`config.mk`:
```
export PLATFORM = sky130hd
export DESIGN_NAME = config_word_sequencer
export DESIGN_NICKNAME = d
export VERILOG_FILES = /design/src/rtl/config_word_sequencer.sv
export SDC_FILE = /design/constraint.sdc
export NUM_CORES = 1
export LEC_CHECK = 0
export CORE_ASPECT_RATIO = 0.7
export CORE_MARGIN = 10
export CORE_UTILIZATION = 25
export CTS_CLUSTER_SIZE = 8
export DETAILED_ROUTE_END_ITERATION = 6
export GPL_TIMING_DRIVEN = 1
export PLACE_DENSITY_LB_ADDON = 0.2
export SYNTH_ARGS = -nofsm -noshare
export SYNTH_HDL_FRONTEND = slang
export SYNTH_SLANG_ARGS = --single-unit
```
`constraint.sdc`:
```
create_clock -name clk -period 2.8 [get_ports clk]
set_input_delay 0.56 -clock clk [delete_from_list [all_inputs] [get_ports clk]]
set_output_delay 0.56 -clock clk [all_outputs]
set_load 0.01 [all_outputs]
```
`src/rtl/config_word_sequencer.sv`:
```
// Shares the fabric config write port between the bitbang and loader word sources and turns
// each granted stream into {base,count} framed writes. Optional idle timeout: CFG_SEQ_TIMEOUT_EN.
module config_word_sequencer #(
    parameter int unsigned ADDR_W  = 16,
    parameter int unsigned CNT_W   = 16,
    parameter int unsigned TIMEOUT = 1024
) (
    input  logic              clk,
    input  logic              resetn,
    input  logic              bb_strobe,
    input  logic [31:0]       bb_data,
    input  logic              bb_active,
    input  logic              ld_strobe,
    input  logic [31:0]       ld_data,
    input  logic              ld_active,
    output logic              cfg_wr,
    output logic [ADDR_W-1:0] cfg_addr,
    output logic [31:0]       cfg_data,
    output logic              frame_done,
    output logic [1:0]        owner,
    output logic [7:0]        drop_cnt,
    output logic [2:0]        err_flags,
    input  logic              err_clr
);

    localparam logic [1:0] OWN_NONE = 2'b00;
    localparam logic [1:0] OWN_BB   = 2'b01;
    localparam logic [1:0] OWN_LD   = 2'b10;

    typedef enum logic [1:0] {S_IDLE, S_HDR, S_DATA} state_t;

    state_t            state, state_n;
    logic [1:0]        owner_n;
    logic [ADDR_W-1:0] base, base_n;
    logic [CNT_W-1:0]  rem, rem_n;
    logic [ADDR_W-1:0] idx, idx_n;
    logic              wr_n, done_n;
    logic [ADDR_W-1:0] addr_n;
    logic [31:0]       data_n;
    logic [7:0]        drop_n;
    logic [2:0]        err_n;

    logic              own_strobe, own_active, foreign_strobe;
    logic [31:0]       own_data;

`ifdef CFG_SEQ_TIMEOUT_EN
    localparam int unsigned TO_W = (TIMEOUT > 1) ? $clog2(TIMEOUT) : 1;
    logic [TO_W-1:0] tcnt, tcnt_n;
`else
    logic unused_timeout;
    assign unused_timeout = (TIMEOUT != 0);
`endif

    // Next-state, arbitration and registered-output values
    always_comb begin
        state_n        = state;
        owner_n        = owner;
        base_n         = base;
        rem_n          = rem;
        idx_n          = idx;
        wr_n           = 1'b0;
        done_n         = 1'b0;
        addr_n         = cfg_addr;
        data_n         = cfg_data;
        drop_n         = err_clr ? 8'd0 : drop_cnt;
        err_n          = err_clr ? 3'd0 : err_flags;
        own_strobe     = 1'b0;
        own_active     = 1'b0;
        own_data       = '0;
        foreign_strobe = 1'b0;
`ifdef CFG_SEQ_TIMEOUT_EN
        tcnt_n         = tcnt;
`endif

        case (owner)
            OWN_BB: begin
                own_strobe     = bb_strobe;
                own_active     = bb_active;
                own_data       = bb_data;
                foreign_strobe = ld_strobe;
            end
            OWN_LD: begin
                own_strobe     = ld_strobe;
                own_active     = ld_active;
                own_data       = ld_data;
                foreign_strobe = bb_strobe;
            end
            default: ;
        endcase

        if (!err_clr && foreign_strobe && drop_cnt != 8'hFF) begin
            drop_n = drop_cnt + 8'd1;
        end

        case (state)
            S_IDLE: begin
                // Bitbang has priority when both sessions open together
                if (bb_active) begin
                    owner_n = OWN_BB;
                    state_n = S_HDR;
                end else if (ld_active) begin
                    owner_n = OWN_LD;
                    state_n = S_HDR;
                end
            end
            S_HDR, S_DATA: begin
                if (!own_active) begin
                    owner_n = OWN_NONE;
                    state_n = S_IDLE;
                    if (state == S_DATA) begin
                        err_n[1] = 1'b1;
                    end
                end else if (own_strobe) begin
`ifdef CFG_SEQ_TIMEOUT_EN
                    tcnt_n = '0;
`endif
                    if (state == S_HDR) begin
                        if (own_data[CNT_W-1:0] == '0) begin
                            err_n[0] = 1'b1;
                        end else begin
                            base_n  = own_data[31 -: ADDR_W];
                            rem_n   = own_data[CNT_W-1:0];
                            idx_n   = '0;
                            state_n = S_DATA;
                        end
                    end else begin
                        wr_n   = 1'b1;
                        data_n = own_data;
                        addr_n = base + idx;
                        idx_n  = idx + ADDR_W'(1);
                        rem_n  = rem - CNT_W'(1);
                        if (rem == CNT_W'(1)) begin
                            done_n  = 1'b1;
                            state_n = S_HDR;
                        end
                    end
                end
`ifdef CFG_SEQ_TIMEOUT_EN
                else if (state == S_DATA) begin
                    // Idle gap too long: drop the partial frame but keep the session
                    if (tcnt == TO_W'(TIMEOUT - 1)) begin
                        err_n[2] = 1'b1;
                        tcnt_n   = '0;
                        state_n  = S_HDR;
                    end else begin
                        tcnt_n = tcnt + TO_W'(1);
                    end
                end
`endif
            end
            default: begin
                owner_n = OWN_NONE;
                state_n = S_IDLE;
            end
        endcase

`ifndef CFG_SEQ_TIMEOUT_EN
        err_n[2] = 1'b0;
`endif
    end

    always_ff @(posedge clk) begin
        if (!resetn) begin
            state      <= S_IDLE;
            owner      <= OWN_NONE;
            base       <= '0;
            rem        <= '0;
            idx        <= '0;
            cfg_wr     <= 1'b0;
            cfg_addr   <= '0;
            cfg_data   <= '0;
            frame_done <= 1'b0;
            drop_cnt   <= 8'd0;
            err_flags  <= 3'd0;
`ifdef CFG_SEQ_TIMEOUT_EN
            tcnt       <= '0;
`endif
        end else begin
            state      <= state_n;
            owner      <= owner_n;
            base       <= base_n;
            rem        <= rem_n;
            idx        <= idx_n;
            cfg_wr     <= wr_n;
            cfg_addr   <= addr_n;
            cfg_data   <= data_n;
            frame_done <= done_n;
            drop_cnt   <= drop_n;
            err_flags  <= err_n;
`ifdef CFG_SEQ_TIMEOUT_EN
            tcnt       <= tcnt_n;
`endif
        end
    end

endmodule
```
==> reports/metrics.yaml <==
timing:
  finalSetupViolations: 0
  finalCritPeriodShare: 0.9482
  fin_skew_ps: 13.65
  whs_ps: 449.7
  drv_slew: 0
  worst_pin_slew_ps: 723.2
  fmax_mhz: 376.7
  rsz0062_at_grt: "no"
  fin_crit_ps: 2655
  hold_viol: 0
  relSlewSlack: 0.5163
synthesis:
  synth_cell_type_count: 65
  yosys_most_used_dff: "dfxtp_1"
  yosysSeqAreaShare: 0.3721
  synth_cells: 743
  syn_nets: 840
  synth_edf_count: 0
  syn_avg_cell_area_um2: 8.110
  syn_area_mm2: 0.006026
  synthArstFlopShare: 0
  synth_seq_cells: 112
  yosys_warnings: 0
finish:
  final_layout_size_suffix_gt1_frac: 0.1181
  final_cell_mix: "clkdlybuf4s50_1, dfxtp_1, nor2_1"
  area_growth_pct: 39.49
  final_common_cell: "clkdlybuf4s50_1"
  fill_cells: 2468
  diodes: 0
  final_core_util: 0.3547
  nets: 998
setup_path:
  crit_path_cell_trace: "clkdlybuf4s50_1 > or4_4 > o41ai_4 > a21o_1 > buf_4 > a311oi_1 > xnor2_1 > nor2_1"
  critPathCaptureType: "flip-flop"
  reg2reg_slack_ps: 220
  cp-start-kind: "input port"
  r2r-start: "owner[1]$_SDFFE_PN0P_"
  crit_path_max_fanout: 7
  critical_path.top_delay_family: "compound AO/OA/AOI/OAI gates"
  crit_type: "in2reg"
  rr_worst_depth: 11
  required_ps: 3060
  cpPeakStageDelay_ps: 560
  cp.arrival_ps: 2920
  reg2reg_to: "rem[15]$_SDFFE_PN0P_"
  cp_num_buf_inv: 2
  cp-startpoint: "bb_data[7]"
  cp_slowest_cell: "or4_4"
pwr:
  vdd_drop_max_v: 0.0003116
  power_density_mw_per_mm2: 410.3
  total_power_uw: 3449
  p_leak_uw: 0.002871
die:
  die-area_mm2: 0.03081
  core_region_area_mm2: 0.02370
  rows: 47
  die_h_um: 149.9
  num_io_pins: 134
  initial_core_util: 0.2543
  die_w_um: 205.6
flow_run:
  drv_cap: 0
clocking:
  cts_hold_buf: 0
  cts_root_buf: "clkbuf_16"
  clkTransAtPathRegs_ps: 80
  clock_latency_ps: 370
  cts.sinks: 112
  clk_path_buf_depth: 2
  numCtsBuffers: 9
  tritoncts: "yes"
  htreeDepth: 3
routing:
  drtPass1Iterations: 5
  ant_nets: 0
  wl_per_cell_um: 17.54
  vias: 6031
  drcViolationCount: 0
  drtIter0Drc: 448
  routed_wl_um: 21470
  viasPerCell: 4.927
min_path:
  hold_end: "cfg_addr[4]$_SDFFE_PN0P_"
  hold_depth: 2
  hold_path.class: "reg2reg"
  hold_start: "cfg_addr[4]$_SDFFE_PN0P_"
global_routing:
  grt_pass1_vias: 5580
  grt.total_usage: 0.1363
  antenna_found_initial: 0
  grt_max_degree: 47
  grt_first_pass_wirelength_um: 32900
  overflow: 0
run_status:
  status: "completed"
placement:
  place_congestion: 0.8436
  dpl.hpwl_um: 16410
  portBuffers: 132
-- metrics by stage --
stage               worst slack (ps)  cell area [um^2]  setup TNS (ps)  instances
finish                         145.1              8406               0       1224
global route                   29.37              8406               0       1224
CTS                            103.4              8388               0       1224
detailed placement            -260.5              8055           -7663       1207
global placement              -226.1              8055           -7373       1207
floorplan                      375.0              6026               0        743
-- kinds of logic after synthesis --
kind of cell | count (synthesis) | share of synthesized area
buf+inv | 72 | 0.05253
fa+ha+maj | 26 | 0.05523
compound gates | 254 | 0.2880
simple gates | 261 | 0.2064
flops | 112 | 0.3721
mux | 2 | 0.003322
other cells | 1 | 0.0006223
xor+xnor | 15 | 0.02180
-- registers in the layout (all words and copies together), names as in the netlist --
name and cells:
cfg_data 32, rem 16, base 16, frame_done 1, state 2, err_flags 2, idx 16, owner 2
cfg_addr 16, drop_cnt 8, cfg_wr 1
-- repair_timing --
action                                  4_1_cts  5_1_grt
buffers inserted                              0        0
pin swaps                                     1        0
resized for setup                             2        7
gates cloned                                  1        0
endpoints found under the setup margin       21       33
-- worst max-delay path by stage --
stage                                      end  slack (ps)  cells after the start
after floorplan           rem[15]$_SDFFE_PN0P_         380                     10
after global placement    idx[11]$_SDFFE_PN0P_        -230                      9
after detailed placement  base[1]$_SDFFE_PN0P_        -260                      8
after CTS                 rem[15]$_SDFFE_PN0P_         100                     11
after global routing       idx[4]$_SDFFE_PN0P_          30                      8
final                     idx[10]$_SDFFE_PN0P_         150                      8
-- cell usage after synthesis (7+ instances only) --
cell / number / area [um^2]
nand4_1: 7 / 43.79
ha_1: 25 / 312.8
nor3_1: 17 / 85.08
clkbuf_1: 34 / 127.6
nand3b_1: 8 / 60.06
a31oi_1: 8 / 50.05
inv_1: 22 / 82.58
a22oi_1: 34 / 255.2
a21oi_1: 67 / 335.3
nand3_1: 20 / 100.1
xnor2_1: 12 / 105.1
or3_1: 11 / 68.82
dfxtp_1: 112 / 2242
buf_2: 10 / 50.05
nor2_1: 98 / 367.9
o21ai_0: 35 / 175.2
a211oi_1: 48 / 360.4
nand2_1: 60 / 225.2
nor4_1: 7 / 43.79
or4_1: 7 / 52.55
-- where the power goes --
| group | internal, uW | switching (uW) | total (uW) |
|---|---|---|---|
| clock network | 652 | 727 | 1380 |
| logic | 216 | 250 | 466 |
| registers | 1600 | 5.78 | 1600 |
-- tightest hold or removal path: cells and delay by family (launching register included) --
family | cells | cell delay, ps
AOI/OAI and AO/OA | 1 | 50
DFF | 1 | 310
and+or+nand+nor | 1 | 50
-- final cells by class --
class / instances / area, um^2 / area share
Clock buffer: 9 / 225.2 / 0.02679
Clock inverter: 7 / 90.09 / 0.01072
Inverter: 22 / 82.58 / 0.009824
Multi-Input combinational cell: 560 / 3522 / 0.4190
Sequential cell: 112 / 2245 / 0.2670
Tap cell: 318 / 397.9 / 0.04734
Timing Repair Buffer: 196 / 1843 / 0.2193
-- metal layers --
layer | share of wire | track usage | vias up
met5 | 0 | 0 | -
met4 | 0.010 | 0.02858 | 0
met3 | 0.095 | 0.05421 | 13
met2 | 0.35 | 0.1670 | 194
met1 | 0.54 | 0.2094 | 2753
li1 | - | - | 3071
(Power assumes the default switching activity.)
